<file path="src/rtl/display_scan_controller.sv">
// Four-digit seven-segment scan scheduler: per-digit slots with a blanked guard
// window, a per-frame shadow of the displayed value, and leading-zero blanking.
module display_scan_controller #(
    parameter int CLK_DIV = 100000,
    parameter int GUARD   = 2000
) (
    input  logic        clk,
    input  logic        reset,
    input  logic        enable_i,
    input  logic [15:0] value_i,
    input  logic        lz_blank_i,
    output logic [1:0]  sel_o,
    output logic [3:0]  an_o,
    output logic [3:0]  nibble_o,
    output logic        frame_o
);

    localparam int CW = (CLK_DIV > 1) ? $clog2(CLK_DIV) : 1;
    localparam logic [CW-1:0] CNT_LAST   = CW'(CLK_DIV - 1);
    localparam logic [CW-1:0] GUARD_LAST = (GUARD > 0) ? CW'(GUARD - 1) : '0;

    typedef enum logic [1:0] {
        S_OFF   = 2'd0,
        S_GUARD = 2'd1,
        S_ON    = 2'd2
    } state_t;

    localparam state_t SLOT_START = (GUARD == 0) ? S_ON : S_GUARD;

    state_t          state_q, state_d;
    logic [CW-1:0]   cnt_q, cnt_d;
    logic [1:0]      sel_q, sel_d;
    logic [15:0]     shadow_q, shadow_d;
    logic            lz_q, lz_d;
    logic            blank;

    always_ff @(posedge clk or posedge reset) begin
        if (reset) begin
            state_q  <= S_OFF;
            cnt_q    <= '0;
            sel_q    <= 2'd0;
            shadow_q <= 16'h0000;
            lz_q     <= 1'b0;
        end else begin
            state_q  <= state_d;
            cnt_q    <= cnt_d;
            sel_q    <= sel_d;
            shadow_q <= shadow_d;
            lz_q     <= lz_d;
        end
    end

    // The blanking mode is captured alongside the shadow so that no input
    // reaches the outputs combinationally and a frame never changes mid-scan.
    always_comb begin
        state_d  = state_q;
        cnt_d    = cnt_q;
        sel_d    = sel_q;
        shadow_d = shadow_q;
        lz_d     = lz_q;
        if (!enable_i) begin
            state_d = S_OFF;
            cnt_d   = '0;
            sel_d   = 2'd0;
        end else begin
            case (state_q)
                S_OFF: begin
                    shadow_d = value_i;
                    lz_d     = lz_blank_i;
                    cnt_d    = '0;
                    sel_d    = 2'd0;
                    state_d  = SLOT_START;
                end
                S_GUARD, S_ON: begin
                    if (cnt_q == CNT_LAST) begin
                        cnt_d   = '0;
                        sel_d   = sel_q + 2'd1;
                        state_d = SLOT_START;
                        if (sel_q == 2'd3) begin
                            shadow_d = value_i;
                            lz_d     = lz_blank_i;
                        end
                    end else begin
                        cnt_d = cnt_q + 1'b1;
                        if (state_q == S_GUARD && cnt_q == GUARD_LAST) begin
                            state_d = S_ON;
                        end
                    end
                end
                default: begin
                    state_d = S_OFF;
                    cnt_d   = '0;
                    sel_d   = 2'd0;
                end
            endcase
        end
    end

    // Digit k is blanked when it and every more-significant digit are zero.
    always_comb begin
        blank = 1'b0;
        if (lz_q) begin
            case (sel_q)
                2'd1:    blank = (shadow_q[15:4] == 12'h000);
                2'd2:    blank = (shadow_q[15:8] == 8'h00);
                2'd3:    blank = (shadow_q[15:12] == 4'h0);
                default: blank = 1'b0;
            endcase
        end
    end

    assign sel_o    = sel_q;
    assign nibble_o = shadow_q[{sel_q, 2'b00} +: 4];
    assign an_o     = (state_q == S_ON && !blank) ? ~(4'b0001 << sel_q) : 4'b1111;
    assign frame_o  = (state_q != S_OFF) && (sel_q == 2'd3) && (cnt_q == CNT_LAST);

endmodule
</file>
<file path="config.mk">
export PLATFORM = sky130hd
export DESIGN_NAME = display_scan_controller
export DESIGN_NICKNAME = d
export VERILOG_FILES = /design/src/rtl/display_scan_controller.sv
export SDC_FILE = /design/constraint.sdc
export NUM_CORES = 1
export LEC_CHECK = 0
export CORE_ASPECT_RATIO = 1.4
export CORE_UTILIZATION = 32
export CTS_CLUSTER_SIZE = 40
export DETAILED_ROUTE_END_ITERATION = 8
export GPL_ROUTABILITY_DRIVEN = 0
export GPL_TIMING_DRIVEN = 0
export SLEW_MARGIN = 10
export SYNTH_ARGS = -nofsm -noshare
export SYNTH_HDL_FRONTEND = slang
export SYNTH_SLANG_ARGS = --single-unit
</file>
<file path="constraint.sdc">
create_clock -name clk -period 5.6 [get_ports clk]
set_clock_uncertainty 0.15 [all_clocks]
set_input_delay 0.84 -clock clk [delete_from_list [all_inputs] [get_ports clk]]
set_output_delay 0.84 -clock clk [all_outputs]
set_load 0.01 [all_outputs]
</file>
# Word-level counts from Yosys, hierarchy flattened
# Index checks and enable logic that the tools add are counted.
# W data, S select, Z words.
# totals
register_bits	38
in_bits	20
out_inout_bits	11
elab_cells	53
# classes
n_addsub	2
eq_ne	11
shifts	2
n_mux	19
bitwise_logic	1
reduce_logical	13
# ops
op	n
$mux W17	3
$mux W16	2
$pmux W16 S2	1
$add A17 B1 Y17 const B	1
$eq A17 B11 Y1 const B	1
$eq A17 B17 Y1 const B	1
$shiftx A16 B5 Y4	1
$logic_not A12 Y1	1
$mux W2	6
$logic_not A8 Y1	1
$eq A2 B2 Y1 const B	3
$eq A2 B1 Y1 const B	2
$logic_and A1 B1 Y1	4
$logic_not A4 Y1	1
$mux W4	1
$ne A2 B2 Y1 const B	2
$ne A4 B4 Y1 const B	1
$not A4 Y4	1
$pmux W2 S2	1
$reduce_and A4 Y1	1
$reduce_bool A2 Y1	2
$shl A1 B2 Y4 const A	1
$mux W1	3
$ne A3 B3 Y1 const B	1
other kinds (6)	6

# Longest topological paths before layout
# Gate-level depths: netlist (run 1).
# depth
ltp_word	6
depth_mapped	8
depth_no_buf	6

# Worst setup path before layout (run 1)
# OpenSTA, ideal clock, no wires.
# synth_path
path_type	reg-to-output
from	reg cnt_q[13]
to	out frame_o
arrival_time_ns	1.866
t_required_ns	4.610
setup_slack_ns	2.744
stages_incl_launch_ff	4
path_buffers	0
cell_sequence	dfrtp_1 -> or4_4 -> or4_1 -> nor4_1
# synth_via
elab_chain_len	2
# synth_lines
element	line	source
from (decl)	31	logic [CW-1:0] cnt_q, cnt_d;
from (signal assigned)	46	cnt_q <= cnt_d;
$eq A17 B17 Y1	115	assign frame_o = (state_q != S_OFF) && (sel_q == 2'd3) && (cnt_q == CNT_LAST);
$logic_and A1 B1 Y1	115	
to (decl)	15	output logic frame_o
# No other way between the ends.

# Final worst setup path (run 1)
# layout_path
from	reg cnt_q[0]
to	out frame_o
# The elaborated chain is that of the path after synthesis.

==> metrics.txt, run 1 <==
DRT iter0 DRCs 102; final hold vios 0; # diodes 0; ys flop type dfrtp_1; via/cell ratio 5.18; Row Count 36; Post-Syn Nets 274; Mapped Area 2300 um^2; Max-Cap Viols 0; Port Buffers 30; Synth Instances 244; post-synthesis register bit count 38; Worst VDD drop 0.139 mV; Pwr Density 252 nW/um^2; area delta synth->final 24.0%; leakage power total 1.12 nW; Netlist cell types 36; Root Driver clkbuf_8; relative slew slack 0.591; Mean Syn Cell Area 9.41 um^2; global-route wire length before repair 9320 um; largest net degree at the start of global routing 31; total number of vias 1,953; fillers 716; CP required 4.61 ns; fraction of registers with async set/reset 1.00; Top-Level Pins 31; commonest non-fill, non-tap cell in the layout dfrtp_1; maximum buffer depth of the clock tree 2; core footprint 6940 um^2; Critical Path Source Type flop; Final Cycle Share 0.709; main area contributors after synthesis dfrtp_1, a32oi_1, and2_1; Worst Setup Slack, final 1.63 ns; Die Ht 102 um; GR Layer Usage met2 0.283; CTS tree done; met1 usage 0.199; Ys Warns 0; H-tree levels 2; number of gates resized after CTS 0; Worst Setup End Kind output port; antenna viol nets, final 0; cts hold-fix bufs 0; sequential-to-total area share from yosys stat 0.414; Post-Place Setup Slack 1.96 ns; largest area contributor in the netlist dfrtp_1; DRC Markers 0; per-cell routed wire length 15.4 um; die area 7520 um^2; Top Usage Layer GRT met2; WL final 5800 um; FMAX 252 MHz; area share of the largest cell type after synthesis 0.414; Tightest Pin Transition 0.611 ns; commonest non-fill, non-tap cells in the layout dfrtp_1, clkdlybuf4s50_1, nand2_1, and2_1; EDFF count, synth 0; clock net sink count 38; Nets 312; max-slew violations 0; die width 73.6 um; Final Setup Violations 0; postcts setup bufs 0; initial antenna violation count 0; gr usage total 0.164; status finished, final reports clean; Starting Density 0.331; M3 GR Usage 0.0335; Crit Path Max Fanout 9; Num CTS Buffers 5; GRT Residual Overflow 0; setup TNS 0 ns; clk_lat worst skew 0.29 ns; Detailed Routing Iterations Pass 1 4; Worst-path clk slew 0.08 ns; Tmin final 3.97 ns; vias in the first global route 1,864; kind of critical path flop to output port; Tightest Hold Check Type flop to flop; DP HPWL 4270 um; CP arrival 2.98 ns; share of post-route cells with drive strength above 1 0.0780; RSZ-0062 raised after global routing false
==> final timing paths <==
kind                            cells past startpoint                    start  slack (ns)                       to
worst max-delay path                                6       cnt_q[0]$_DFF_PP0_        1.63                  frame_o
worst min-delay path                                2  shadow_q[2]$_DFFE_PP0P_        0.37  shadow_q[2]$_DFFE_PP0P_
worst max register to register                      7       cnt_q[0]$_DFF_PP0_        3.04   state_q[0]$_DFFE_PP0P_
worst min register to register                      2  shadow_q[2]$_DFFE_PP0P_        0.37  shadow_q[2]$_DFFE_PP0P_
max in group asynchronous                           3                    reset        4.23  shadow_q[7]$_DFFE_PP0P_
min in group asynchronous                           2                    reset        0.63       cnt_q[0]$_DFF_PP0_
==> worst max-delay path, cell delays in order, from the launching register on <==
cell             delay (ns)
dfrtp_1                0.42
ha_1                   0.16
clkbuf_1               0.34
nand3b_1               0.19
or4_1                  0.61
nor4_1                 0.35
clkdlybuf4s50_1        0.62
==> through the flow <==
stage                     instance area, um^2  hold WS, ns  power [mW]   util  std cells
after floorplan                          2300        0.324       0.420      -        244
after global placement                   2720        0.356       0.481  0.391        369
after detailed placement                 2740        0.359       0.486  0.394        370
after CTS                                2850        0.370       0.730  0.411        377
after global routing                     2850        0.390       0.759  0.411        377
final                                    2850        0.367       0.719  0.411        377
==> cell type report <==
class	count	area, um^2	area share
well taps	95	119	0.0417
inverters	7	26.3	0.00923
flip-flops and latches	38	951	0.334
clock buffers	6	82.6	0.0290
repair buffers	31	320	0.112
clock inverters	1	30.0	0.0105
plain buffers	16	68.8	0.0242
multi-input cells	183	1250	0.439
==> cells in the mapped netlist (all sizes together) (2+ instances only) <==
cell type,number
dfrtp,38
nand2,23
o21ai,21
and2,20
a32oi,17
nor2,17
clkbuf,11
nand3,11
ha,10
nor4,8
inv,7
xor2,7
a21oi,6
nand4,6
xnor2,6
buf,5
mux4,4
or4,4
and3,3
and4,3
o211ai,3
a21o,2
nand3b,2
or3,2
==> kinds of logic (layout without fill, tap and decap cells) <==
| family | count (synthesis) | after routing | share of synthesized area |
|---|---|---|---|
| buffers and inverters | 23 | 61 | 0.0414 |
| AO/OA/AOI/OAI | 53 | 53 | 0.154 |
| AND/OR/NAND/NOR | 103 | 103 | 0.247 |
| XOR/XNOR | 13 | 13 | 0.0496 |
| multiplexers | 4 | 4 | 0.0392 |
| adder cells (fa/ha/maj) | 10 | 10 | 0.0545 |
| flip-flops | 38 | 38 | 0.414 |
==> where the power goes <==
part	total [mW]	leakage (nW)	internal (mW)	switching (mW)
clock network	0.239	0.0573	0.143	0.0965
registers	0.349	0.502	0.314	0.0347
logic	0.131	0.557	0.0684	0.0623
==> sequential cells by signal, summed over array words and instances, names as in the netlist <==
name      cells
lz_q          1
sel_o         2
state_q       2
shadow_q     16
cnt_q        17
==> metal layers <==
metal  vias to the layer above  wire (um)
li1                        968          -
met1                       931       2460
met2                        43       2980
met3                        11        220
met4                         0        137
met5                         -          0
Power figures use the tool's default switching activity.
==> inputs of run 2 (changes only) <==
==> constraint.sdc (replaced) <==
create_clock -name clk -period 3.3 [get_ports clk]
set_clock_uncertainty 0.15 [all_clocks]
set_input_delay 0.495 -clock clk [delete_from_list [all_inputs] [get_ports clk]]
set_output_delay 0.495 -clock clk [all_outputs]
set_load 0.01 [all_outputs]
==> run 2 against run 1 <==
Die area is the same. Setup slack got worse by 1.4 ns. Final area is 0.88% higher. Non-clock buffer count decreased by 2. Critical path type unchanged. Critical endpoint is now an_o[0].
==> metrics.txt, run 2 (synthesis gave the netlist of run 1 again) <==
max-slew violations 0 (unchanged); Port Buffers 30 (unchanged); Worst Path Buf+Inv 2 (unchanged); Root Driver clkbuf_8; Final Setup Violations 0 (unchanged); clock net sink count 38 (unchanged); CP top delay family buffers and inverters; vias in the first global route 1,856 (-0.43%); Pwr Density 427 nW/um^2 (+69%); via/cell ratio 5.24 (+1.2%); Worst-path clk slew 0.08 ns (about the same); status finished, final reports clean; per-cell routed wire length 15.7 um (+2.1%); Pwr Total 1.23 mW (+71%); H-tree levels 2 (unchanged); die width 73.6 um (unchanged); Worst Setup End Kind output port; die area 7520 um^2 (unchanged); total number of vias 1,966 (+0.67%); Num CTS Buffers 5 (unchanged); crit-path cells inv_1, ha_1, nor4_2, nand3b_1, o211ai_1, clkdlybuf4s50_1; Tmin final 3.10 ns; fillers 711 (-0.70%); clk_lat worst skew 0.29 ns (about the same); Crit path largest cell delay 0.57 ns (-0.05 ns); WL final 5890 um (+1.5%); maximum buffer depth of the clock tree 2 (unchanged); Largest regs cnt_q (17), shadow_q (16); RSZ-0062 raised after global routing false; commonest non-fill, non-tap cells in the layout dfrtp_1, clkdlybuf4s50_1, nand2_1, and2_1; Top-Level Pins 31 (unchanged); gr usage total 0.164 (+0.000618); Final Cycle Share 0.939; final hold vios 0 (unchanged); Starting Density 0.331 (unchanged); Worst VDD drop 0.235 mV (+69%); largest net degree at the start of global routing 31 (unchanged); Crit Path Max Fanout 9 (unchanged); Critical Path Source Type flop; global-route wire length before repair 9340 um (+0.29%); Die Ht 102 um (unchanged); commonest non-fill, non-tap cell in the layout dfrtp_1; CTS tree done; Row Count 36 (unchanged); Tightest Hold Check Type input port to asynchronous set/reset pin; FMAX 323 MHz; CP arrival 2.45 ns (-0.53 ns); Max-Cap Viols 0 (unchanged); DP HPWL 4270 um (unchanged); kind of critical path flop to output port; CP required 2.65 ns (-1.96 ns); core footprint 6940 um^2 (unchanged); # diodes 0 (unchanged); antenna viol nets, final 0 (unchanged); initial antenna violation count 0 (unchanged); Min Hold Slack 0.287 ns (-0.0795 ns); DRT iter0 DRCs 129 (+26%); area delta synth->final 25.1%; Top reg by flops cnt_q; Tightest Pin Transition 0.591 ns (-0.0198 ns); Nets 310 (-0.64%); critical path's slowest cell clkdlybuf4s50_1; Largest register FFs 17 (unchanged); relative slew slack 0.605 (+0.0132); leakage power total 1.14 nW (+2.1%); Detailed Routing Iterations Pass 1 4 (unchanged); share of post-route cells with drive strength above 1 0.100 (+0.0220); DRC Markers 0 (unchanged); GRT Residual Overflow 0 (unchanged)
==> run 2: cell types whose count changed in the layout (fill, tap and decap cells not counted), moves of 2 or more <==
cell and delta:
clkbuf_1 -2, dfrtp_1 -2, dfrtp_2 +2, nor4_1 -2
==> run 2: area by class of cell <==
cell class                 instances  area (um^2)  area share
multi-input combinational        183         1280       0.445
buffer                            14         61.3      0.0213
timing repair buffer              31          323       0.112
inverter                           7         26.3     0.00915
clock buffer                       6         82.6      0.0287
clock inverter                     1         30.0      0.0105
sequential                        38          953       0.332
tap                               95          119      0.0414
==> run 2: worst paths after layout <==
kind                                    startpoint                      end  slack (ns)  depth (start not counted)
setup / recovery              sel_o[0]$_DFFE_PP0P_                  an_o[0]        0.20                          6
hold / removal                               reset       cnt_q[0]$_DFF_PP0_        0.29                          2
setup reg to reg               cnt_q[13]$_DFF_PP0_   state_q[0]$_DFFE_PP0P_        0.89                          5
hold reg to reg            shadow_q[3]$_DFFE_PP0P_  shadow_q[3]$_DFFE_PP0P_        0.37                          2
max in group asynchronous                    reset     sel_o[0]$_DFFE_PP0P_        2.27                          3
min in group clk           shadow_q[3]$_DFFE_PP0P_  shadow_q[3]$_DFFE_PP0P_        0.37                          2
==> run 2: per-stage QoR <==
| step | cells | util | cell area [um^2] | TNS (ns) | worst slack, ns |
|---|---|---|---|---|---|
| floorplan | 244 | - | 2300 | 0 | 0.789 |
| global placement | 369 | 0.391 | 2720 | -0.00167 | -0.00167 |
| detailed placement | 370 | 0.394 | 2740 | 0 | 0.000372 |
| CTS | 375 | 0.413 | 2860 | 0 | 0.0146 |
| global route | 375 | 0.414 | 2870 | 0 | 0.0736 |
| finish | 375 | 0.414 | 2870 | 0 | 0.203 |
==> run 2: layer usage <==
| metal | share of wire | track usage |
|---|---|---|
| met5 | 0 | 0 |
| met1 | 0.43 | 0.199 |
| met3 | 0.039 | 0.0335 |
| met4 | 0.019 | 0.0621 |
| met2 | 0.52 | 0.284 |
==> run 2: report_power, final <==
| part | leakage [nW] | internal, mW | switching (mW) |
|---|---|---|---|
| clock | 0.0573 | 0.242 | 0.164 |
| combinational | 0.585 | 0.117 | 0.107 |
| sequential | 0.498 | 0.533 | 0.0644 |
| total | 1.14 | 0.892 | 0.335 |
==> run 2: repair_timing <==
action,CTS,global route
hold buffers,0,0
gates cloned,0,0
gates resized for setup,5,3
setup endpoints to repair,5,4
pin swaps,0,0
buffers inserted,0,0
